`config.mk`:
```
export PLATFORM = sky130hd
export DESIGN_NAME = outmem_reader
export DESIGN_NICKNAME = d
export VERILOG_FILES = /design/src/rtl/outmem_reader.sv
export SDC_FILE = /design/constraint.sdc
export NUM_CORES = 1
export LEC_CHECK = 0
export CAP_MARGIN = 20
export CORE_ASPECT_RATIO = 1.75
export CORE_MARGIN = 2
export CORE_UTILIZATION = 46
export CTS_CLUSTER_DIAMETER = 100
export CTS_CLUSTER_SIZE = 8
export DETAILED_ROUTE_END_ITERATION = 8
export PLACE_DENSITY = 0.83
export SLEW_MARGIN = 20
export SYNTH_ARGS = -nofsm -noshare
export SYNTH_HDL_FRONTEND = slang
export SYNTH_SLANG_ARGS = --single-unit
```
`constraint.sdc`:
```
create_clock -name clk -period 2.4 [get_ports clk]
set_input_delay 0.36 -clock clk [delete_from_list [all_inputs] [get_ports clk]]
set_output_delay 0.36 -clock clk [all_outputs]
set_load 0.02 [all_outputs]
```
`src/rtl/outmem_reader.sv`:
```
// outmem_reader: drains a layer output memory (channel, row, col order) onto a valid/ready port.
// Optional build macro OUTMEM_READER_CKSUM_EN adds an XOR checksum output over the drained words.
module outmem_reader #(
  parameter int DATA_SIZE = 64,
  parameter int NUM_CH    = 32,
  parameter int OUT_DIM   = 5
) (
  input  logic                 clk,
  input  logic                 reset,
  input  logic                 start,
  input  logic                 src_valid,
  output logic [2:0][15:0]     rd_index,
  input  logic [DATA_SIZE-1:0] rd_data,
  output logic [DATA_SIZE-1:0] out_data,
  output logic                 out_valid,
  input  logic                 out_ready,
  output logic [2:0][15:0]     out_index,
  output logic                 busy,
  output logic                 done
`ifdef OUTMEM_READER_CKSUM_EN
  ,
  output logic [DATA_SIZE-1:0] cksum
`endif
);

  typedef enum logic [2:0] {
    S_IDLE = 3'd0,
    S_ARM  = 3'd1,
    S_RD   = 3'd2,
    S_CAP  = 3'd3,
    S_OUT  = 3'd4,
    S_DONE = 3'd5
  } state_t;

  localparam logic [15:0] LAST_DIM = 16'(OUT_DIM - 1);
  localparam logic [15:0] LAST_CH  = 16'(NUM_CH - 1);

  state_t      state_r;
  logic [15:0] ch_r, row_r, col_r;
  logic [15:0] ch_nxt_s, row_nxt_s, col_nxt_s;
  logic        last_word_s;
  logic        xfer_s;

  // Next read position: col fastest, wrapping into row, then into channel.
  always_comb begin
    col_nxt_s = col_r + 16'd1;
    row_nxt_s = row_r;
    ch_nxt_s  = ch_r;
    if (col_r == LAST_DIM) begin
      col_nxt_s = 16'd0;
      if (row_r == LAST_DIM) begin
        row_nxt_s = 16'd0;
        ch_nxt_s  = ch_r + 16'd1;
      end else begin
        row_nxt_s = row_r + 16'd1;
      end
    end else begin
      col_nxt_s = col_r + 16'd1;
    end
  end

  assign last_word_s = (ch_r == LAST_CH) && (row_r == LAST_DIM) && (col_r == LAST_DIM);
  assign xfer_s      = out_valid & out_ready;

  // Drain sequencer with registered handshake, address and status outputs.
  always_ff @(posedge clk or negedge reset) begin
    if (!reset) begin
      state_r   <= S_IDLE;
      ch_r      <= 16'd0;
      row_r     <= 16'd0;
      col_r     <= 16'd0;
      rd_index  <= '0;
      out_index <= '0;
      out_data  <= '0;
      out_valid <= 1'b0;
      busy      <= 1'b0;
      done      <= 1'b0;
`ifdef OUTMEM_READER_CKSUM_EN
      cksum     <= '0;
`endif
    end else begin
      case (state_r)
        S_IDLE: begin
          done <= 1'b0;
          if (start) begin
            state_r  <= S_ARM;
            busy     <= 1'b1;
            rd_index <= '0;
`ifdef OUTMEM_READER_CKSUM_EN
            cksum    <= '0;
`endif
          end
        end
        S_ARM: begin
          if (src_valid) begin
            state_r  <= S_RD;
            rd_index <= {ch_r, row_r, col_r};
          end else begin
            rd_index <= '0;
          end
        end
        S_RD: begin
          if (src_valid) begin
            state_r <= S_CAP;
          end else begin
            state_r  <= S_ARM;
            rd_index <= '0;
          end
        end
        S_CAP: begin
          if (src_valid) begin
            state_r   <= S_OUT;
            out_data  <= rd_data;
            out_index <= rd_index;
            out_valid <= 1'b1;
          end else begin
            state_r  <= S_ARM;
            rd_index <= '0;
          end
        end
        S_OUT: begin
          // An accepted word counts even if the source drops in the same cycle.
          if (xfer_s) begin
            out_valid <= 1'b0;
`ifdef OUTMEM_READER_CKSUM_EN
            cksum     <= cksum ^ out_data;
`endif
            if (last_word_s) begin
              state_r <= S_DONE;
              busy    <= 1'b0;
              done    <= 1'b1;
            end else begin
              ch_r  <= ch_nxt_s;
              row_r <= row_nxt_s;
              col_r <= col_nxt_s;
              if (src_valid) begin
                state_r  <= S_RD;
                rd_index <= {ch_nxt_s, row_nxt_s, col_nxt_s};
              end else begin
                state_r  <= S_ARM;
                rd_index <= '0;
              end
            end
          end else if (!src_valid) begin
            state_r   <= S_ARM;
            out_valid <= 1'b0;
            rd_index  <= '0;
          end
        end
        S_DONE: begin
          state_r  <= S_IDLE;
          done     <= 1'b0;
          busy     <= 1'b0;
          ch_r     <= 16'd0;
          row_r    <= 16'd0;
          col_r    <= 16'd0;
          rd_index <= '0;
        end
        default: begin
          state_r   <= S_IDLE;
          out_valid <= 1'b0;
          busy      <= 1'b0;
          done      <= 1'b0;
        end
      endcase
    end
  end

endmodule

```
# Word-level counts from Yosys, hierarchy flattened
# Cells that the tools add are included.
[totals]
elab_cells = 92
regBits = 214
out_inout_bits = 163
[op_classes]
reduce_logical = 15
n_bitwise = 3
muxes = 41
n_addsub = 3
eq_ne = 16
[op_table]
columns = ["operator", "count"]
rows = [
  ["48-bit two-way mux", 6],
  ["48-bit one-hot mux with 5 select lines", 1],
  ["16-bit two-way mux", 11],
  ["16-bit one-hot mux with 2 select lines", 3],
  ["16-bit by 1-bit adder with 16-bit output, second input constant", 3],
  ["16-bit by 3-bit equality test with 1-bit output, second input constant", 2],
  ["3-bit two-way mux", 6],
  ["16-bit by 5-bit equality test with 1-bit output, second input constant", 1],
  ["3-bit one-hot mux with 5 select lines", 1],
  ["3-bit AND reduction", 5],
  ["2-bit inequality test, second input constant", 6],
  ["1-bit two-way mux", 8],
  ["3-bit by 2-bit equality test with 1-bit output, second input constant", 2],
  ["3-bit equality test, second input constant", 2],
  ["3-bit inequality test, second input constant", 2],
  ["1-bit one-hot mux with 3 select lines", 2],
  ["5-bit nonzero test", 1],
  ["2-bit two-way mux", 2],
  ["4-bit AND reduction", 1],
  ["4-bit OR reduction", 1],
  ["3-bit by 1-bit equality test with 1-bit output, second input constant", 1],
  ["3-bit logical NOT", 1],
  ["3-bit OR reduction", 1],
  ["1-bit logical AND", 2],
  ["other kinds (6)", 7],
]

# Logic depth before layout (Yosys ltp)
[depth]
depth_word = 7
depth_mapped = 10
ltp_nobuf = 8

# Least setup slack after synthesis
# No wires, ideal clock.
[synth_path]
path_kind = "reg-to-reg"
from = "reg ch_r[0]"
to = "reg rd_index[26] in the netlist's numbering"
path_slack_ps = 3
n_path_buf = 1
arrival_ps = 2271
setup_time_ps = 126
required_time_ps = 2274
path_stages_with_launch = 9
cell_sequence = "dfrtp_1 > ha_1 > and4_2 > nand4_1 > or4_4 > and2_4 > buf_6 > a32oi_1 > o21ai_1"
[synth_via]
elab_chain_cells = 5
[synth_rtl]
columns = ["item", "line_no", "text"]
rows = [
  ["start, declared", "39", "logic [15:0] ch_r, row_r, col_r;"],
  ["start signal, assigned", "133", "ch_r <= ch_nxt_s;"],
  ["16-bit by 5-bit equality test with 1-bit output", "62", "assign last_word_s = (ch_r == LAST_CH) && (row_r == LAST_DIM) && (col_r == LAST_DIM);"],
  ["1-bit logical AND (2 in series)", "62", ""],
  ["3-bit inequality test (no source line)", "n/a", ""],
  ["3-bit AND reduction (no source line)", "n/a", ""],
  ["end signal, assigned", "97", "rd_index <= {ch_r, row_r, col_r};"],
  ["end signal, assigned", "138", "rd_index <= {ch_nxt_s, row_nxt_s, col_nxt_s};"],
  ["end, declared", "12", "output logic [2:0][15:0] rd_index,"],
]
# Every way passes these cells.
# A chain may end at the register's enable or synchronous reset.

# Final worst setup path
[layout_path]
from = "reg row_r[10]"
to = "reg rd_index[26] in the netlist's numbering"
[layout_via]
elab_chain_cells = 7
[layout_rtl]
columns = ["item", "line_no", "text"]
rows = [
  ["start, declared", "39", ""],
  ["start signal, assigned", "134", "row_r <= row_nxt_s;"],
  ["16-bit by 1-bit adder with 16-bit output or 16-bit by 3-bit equality test with 1-bit output (tied branches)", "55, 51, 62", ""],
  ["16-bit two-way mux", "51", "if (row_r == LAST_DIM) begin"],
  ["16-bit two-way mux", "49", "if (col_r == LAST_DIM) begin"],
  ["48-bit two-way mux", "136", "if (src_valid) begin"],
  ["48-bit two-way mux", "128", "if (last_word_s) begin"],
  ["48-bit two-way mux", "123", "if (xfer_s) begin"],
  ["48-bit one-hot mux with 5 select lines", "82", "case (state_r)"],
]
# Parallel ways exist; a longest one is shown, timed or not. The select of a mux whose other input is x is not followed.

==> impl_results.md <==
* Nets at approximately 1,300
* Total gr overflow at 0
* Final worst setup slack at 0.0784 ns
* Worst setup SP type: flip-flop
* Hold WC Path Type: input port to asynchronous set/reset pin
* Most common library cells after synthesis: dfrtp_1 (214), mux2_2 (112), nand2_1 (97), o21ai_0 (87), a21oi_1 (41)
* Post-synth EDFFs at 0
* First-pass GRT wire length at between 40 and 50 mm
* DR WL/cell at just over 20 µm
* Clock Skew at about 0.019 ns
* Post-route minimum period at approximately 2.3 ns
* Status: finished clean
* Fin crit share at a little under 100%
* Initial Utilization at 46.9%
* Async set-reset flop share out of synthesis at between 90% and 100%
* Layout area overhead at 42.8%
* Int Pwr at 8.80 mW
* Final core utilization at 67.0%
* Die Y-Extent at roughly 200 µm
* Count of synthesis-stage warnings from yosys at 0
* Placed cell areas at 0.0134 mm²
* Hpwl dp at ~22 mm
* Final Max Tran Viols at 0
* CTS clock-pin slew for the worst setup and hold paths at 0.05 ns
* H-Tree Depth at 1
* Final Setup Violations at 0
* CTS root buf: clkbuf_16
* Req. time, crit path at between 2 and 3 ns
* CP max FO at 9
* Synth top area share at 53.1%
* Max IR drop VDD at roughly 0.70 mV
* Critical Path Slowest Stage Cell: or4_4
* Seq pwr share at a little over a third
* Layout cell share with drive strength beyond 1 at approximately 24%
* Area of the multi-input gates at between 0.004 and 0.005 mm²
* CP Cell Sequence: nor4_4, buf_4, nand4_1, or4_4, and2_4, a32oi_1, o21ai_1
* Total Neg Setup Slack at 0 ns
* Clk_lat worst skew at 0.54 ns
* Cell taking the most area after synthesis: dfrtp_1
* Via/cell ratio at slightly below 6
* Fmax at ~430 MHz
* Max_cap viols at 0
* Max_slew headroom at a little over half
* I/O pins at about 230
* Sw Pwr at around 4.2 mW
* Clk pwr share at between 20% and 30%
* Data arrival, critical path at between 2 and 3 ns
* CP Class: flip-flop to flip-flop
* Sw frac at between 30% and 40%
* Number of CTS-inserted buffers at 30
* Sequential share of the synthesized area at roughly 53%
* First-pass iteration count of the detailed router at 5
* Mapped Area at between 0.01 and 0.015 mm²
* Tightest Pin Transition at ~0.7 ns
* Die W at between 100 and 150 µm
* Seq cells post-synth at between 200 and 250
* Pre-CTS setup slack at a little over 0.0004 ns
* Initial antenna violation count at 0
* CTS sink cnt at 214
* Pwr/cell area at slightly above 900 mW/mm²
* Comb pwr share at 36.0%
* Vias in the first global route at 9,077
* Tot Pwr at about 13 mW
* Post-Syn Nets at 999
* Post-Synthesis Cells at 925
* Final Hold Violating Endpoints at 0
* Final WL at approximately 31 mm
* Antenna fix cells at 0
* Worst path max stage delay at 0.60 ns
* Post-route DRC at 0
* Ranking of synthesized cells by area: dfrtp_1 (53%), mux2_2 (13%), o21ai_0 (4.3%), nand2_1 (3.6%), a21oi_1 (2.0%)
* Lkg Pwr at 6.34 nW
* Mapped Avg Cell Area at 10.9 µm²
* Final GP Congestion at 0.963
* CP Capture Type: flip-flop
* # fillers at between 1,500 and 2,000
* Total die area at approximately 0.023 mm²
* Register area at around 0.0054 mm²
* Via count at 8,987
* Initial DRC Count at roughly 600
* Dominant synthesized flop cell: dfrtp_1
* Row cnt at 71
* Design area at ~0.014 mm²
* CTS tree: yes
* Largest net degree at the start of global routing at ~110
* Core area at between 0.02 and 0.025 mm²
* Port bufs at 231
* Yosys cell types at 67
* Clk buf depth at 3
* Most frequent cell after synthesis: dfrtp_1
* Total Routing Usage GR at approximately a quarter
* Post-DRT Antenna Nets at 0
-- sequential cells by signal (all words and copies together), names as in the netlist, 3 cells and up --
signal and cells:
out_index 48, col_r 16, state_r 3, rd_index 48, ch_r 16, out_data 64
row_r 16
-- worst paths after layout --
kind	start	endpoint	slack, ns	cells after the start
worst min register to register	out_data[26]$_DFFE_PN0P_	out_data[26]$_DFFE_PN0P_	0.50	1
worst max-delay path	row_r[10]$_DFFE_PN0P_	rd_index[26]$_DFFE_PN0P_	0.08	7
worst max register to register	row_r[10]$_DFFE_PN0P_	rd_index[26]$_DFFE_PN0P_	0.08	7
max in group asynchronous	reset	out_data[50]$_DFFE_PN0P_	1.27	3
worst min-delay path	reset	out_data[1]$_DFFE_PN0P_	0.35	2
min in group clk	rd_data[62]	out_data[62]$_DFFE_PN0P_	0.43	2
-- kinds of logic (layout without fill, tap and decap cells) --
family                     count (synthesis)  after routing  share of synthesized area, %
xor gates and xnor gates                  12             12                          1.04
muxes                                    112            112                          12.5
and+or+nand+nor                          272            272                          14.6
AOI/OAI and AO/OA                        237            237                          14.8
buffers and inverters                     73            393                          3.29
adders and majority gates                  5              5                         0.620
DFF                                      214            214                          53.1
-- through the flow --
stage,instances,hold slack (ns)
floorplan,925,0.0644
global placement,1498,0.333
detailed placement,1498,0.337
CTS,1531,0.364
global route,1537,0.402
finish,1537,0.350
-- critical path, delay by kind of cell, from the launching register on --
family	cells	cell delay, ns
AO/OA/AOI/OAI	2	0.35
buffers and inverters	1	0.16
flip-flops	1	0.40
AND/OR/NAND/NOR	4	1.28
-- power by group through the flow --
stage	registers (mW)	logic (mW)	clock network [mW]
4_1_cts	4.61	4.62	3.79
3_3_place_gp	4.62	4.53	0
5_1_grt	4.69	4.93	3.94
2_1_floorplan	5.39	1.54	0
6_report	4.61	4.69	3.72
3_5_place_dp	4.66	4.59	0
-- per-layer routing --
metal / vias to the layer above / part of all wire (%) / track usage (%)
li1: 4026 / - / -
met1: 4389 / 33 / 26.9
met2: 433 / 53 / 47.0
met3: 139 / 6.8 / 4.56
met4: 0 / 7.1 / 17.9
met5: - / 0 / 0
-- cells in the final DEF (no fill, tap or decap), drive strengths merged, types with 7 or more instances in the layout --
cell type | synthesis | layout
inv | 8 | 8
clkbuf | 36 | 33
o311ai | 10 | 10
or3 | 10 | 10
a21o | 11 | 11
xnor2 | 7 | 7
o21ai | 93 | 93
nand4 | 12 | 12
a22oi | 12 | 12
nand3 | 28 | 28
a21oi | 41 | 41
o31ai | 19 | 19
nor2 | 34 | 34
nand2b | 9 | 9
mux2 | 112 | 112
and3 | 10 | 10
nand2 | 97 | 97
a31oi | 16 | 16
a22o | 8 | 8
dfrtp | 214 | 214
clkdlybuf4s50 | 0 | 230
nor3 | 24 | 24
buf | 29 | 121
nor4 | 15 | 15
and4 | 7 | 7
-- area by class of cell --
cell class                      count  area share [%]
Inverter                            8           0.209
Tap cell                          292            2.54
Sequential cell                   214            37.2
Multi-Input combinational cell    638            31.2
Clock buffer                       32            5.48
Timing Repair Buffer              353            23.4
-- timing repair --
item	4_1_cts	5_1_grt
resized for setup	4	12
setup buffers	0	5
setup endpoints to repair	3	33
hold buffers	1	0
pin swaps	0	1
hold endpoints to repair	61	0
cloned	0	1
Power figures use the tool's default switching activity.
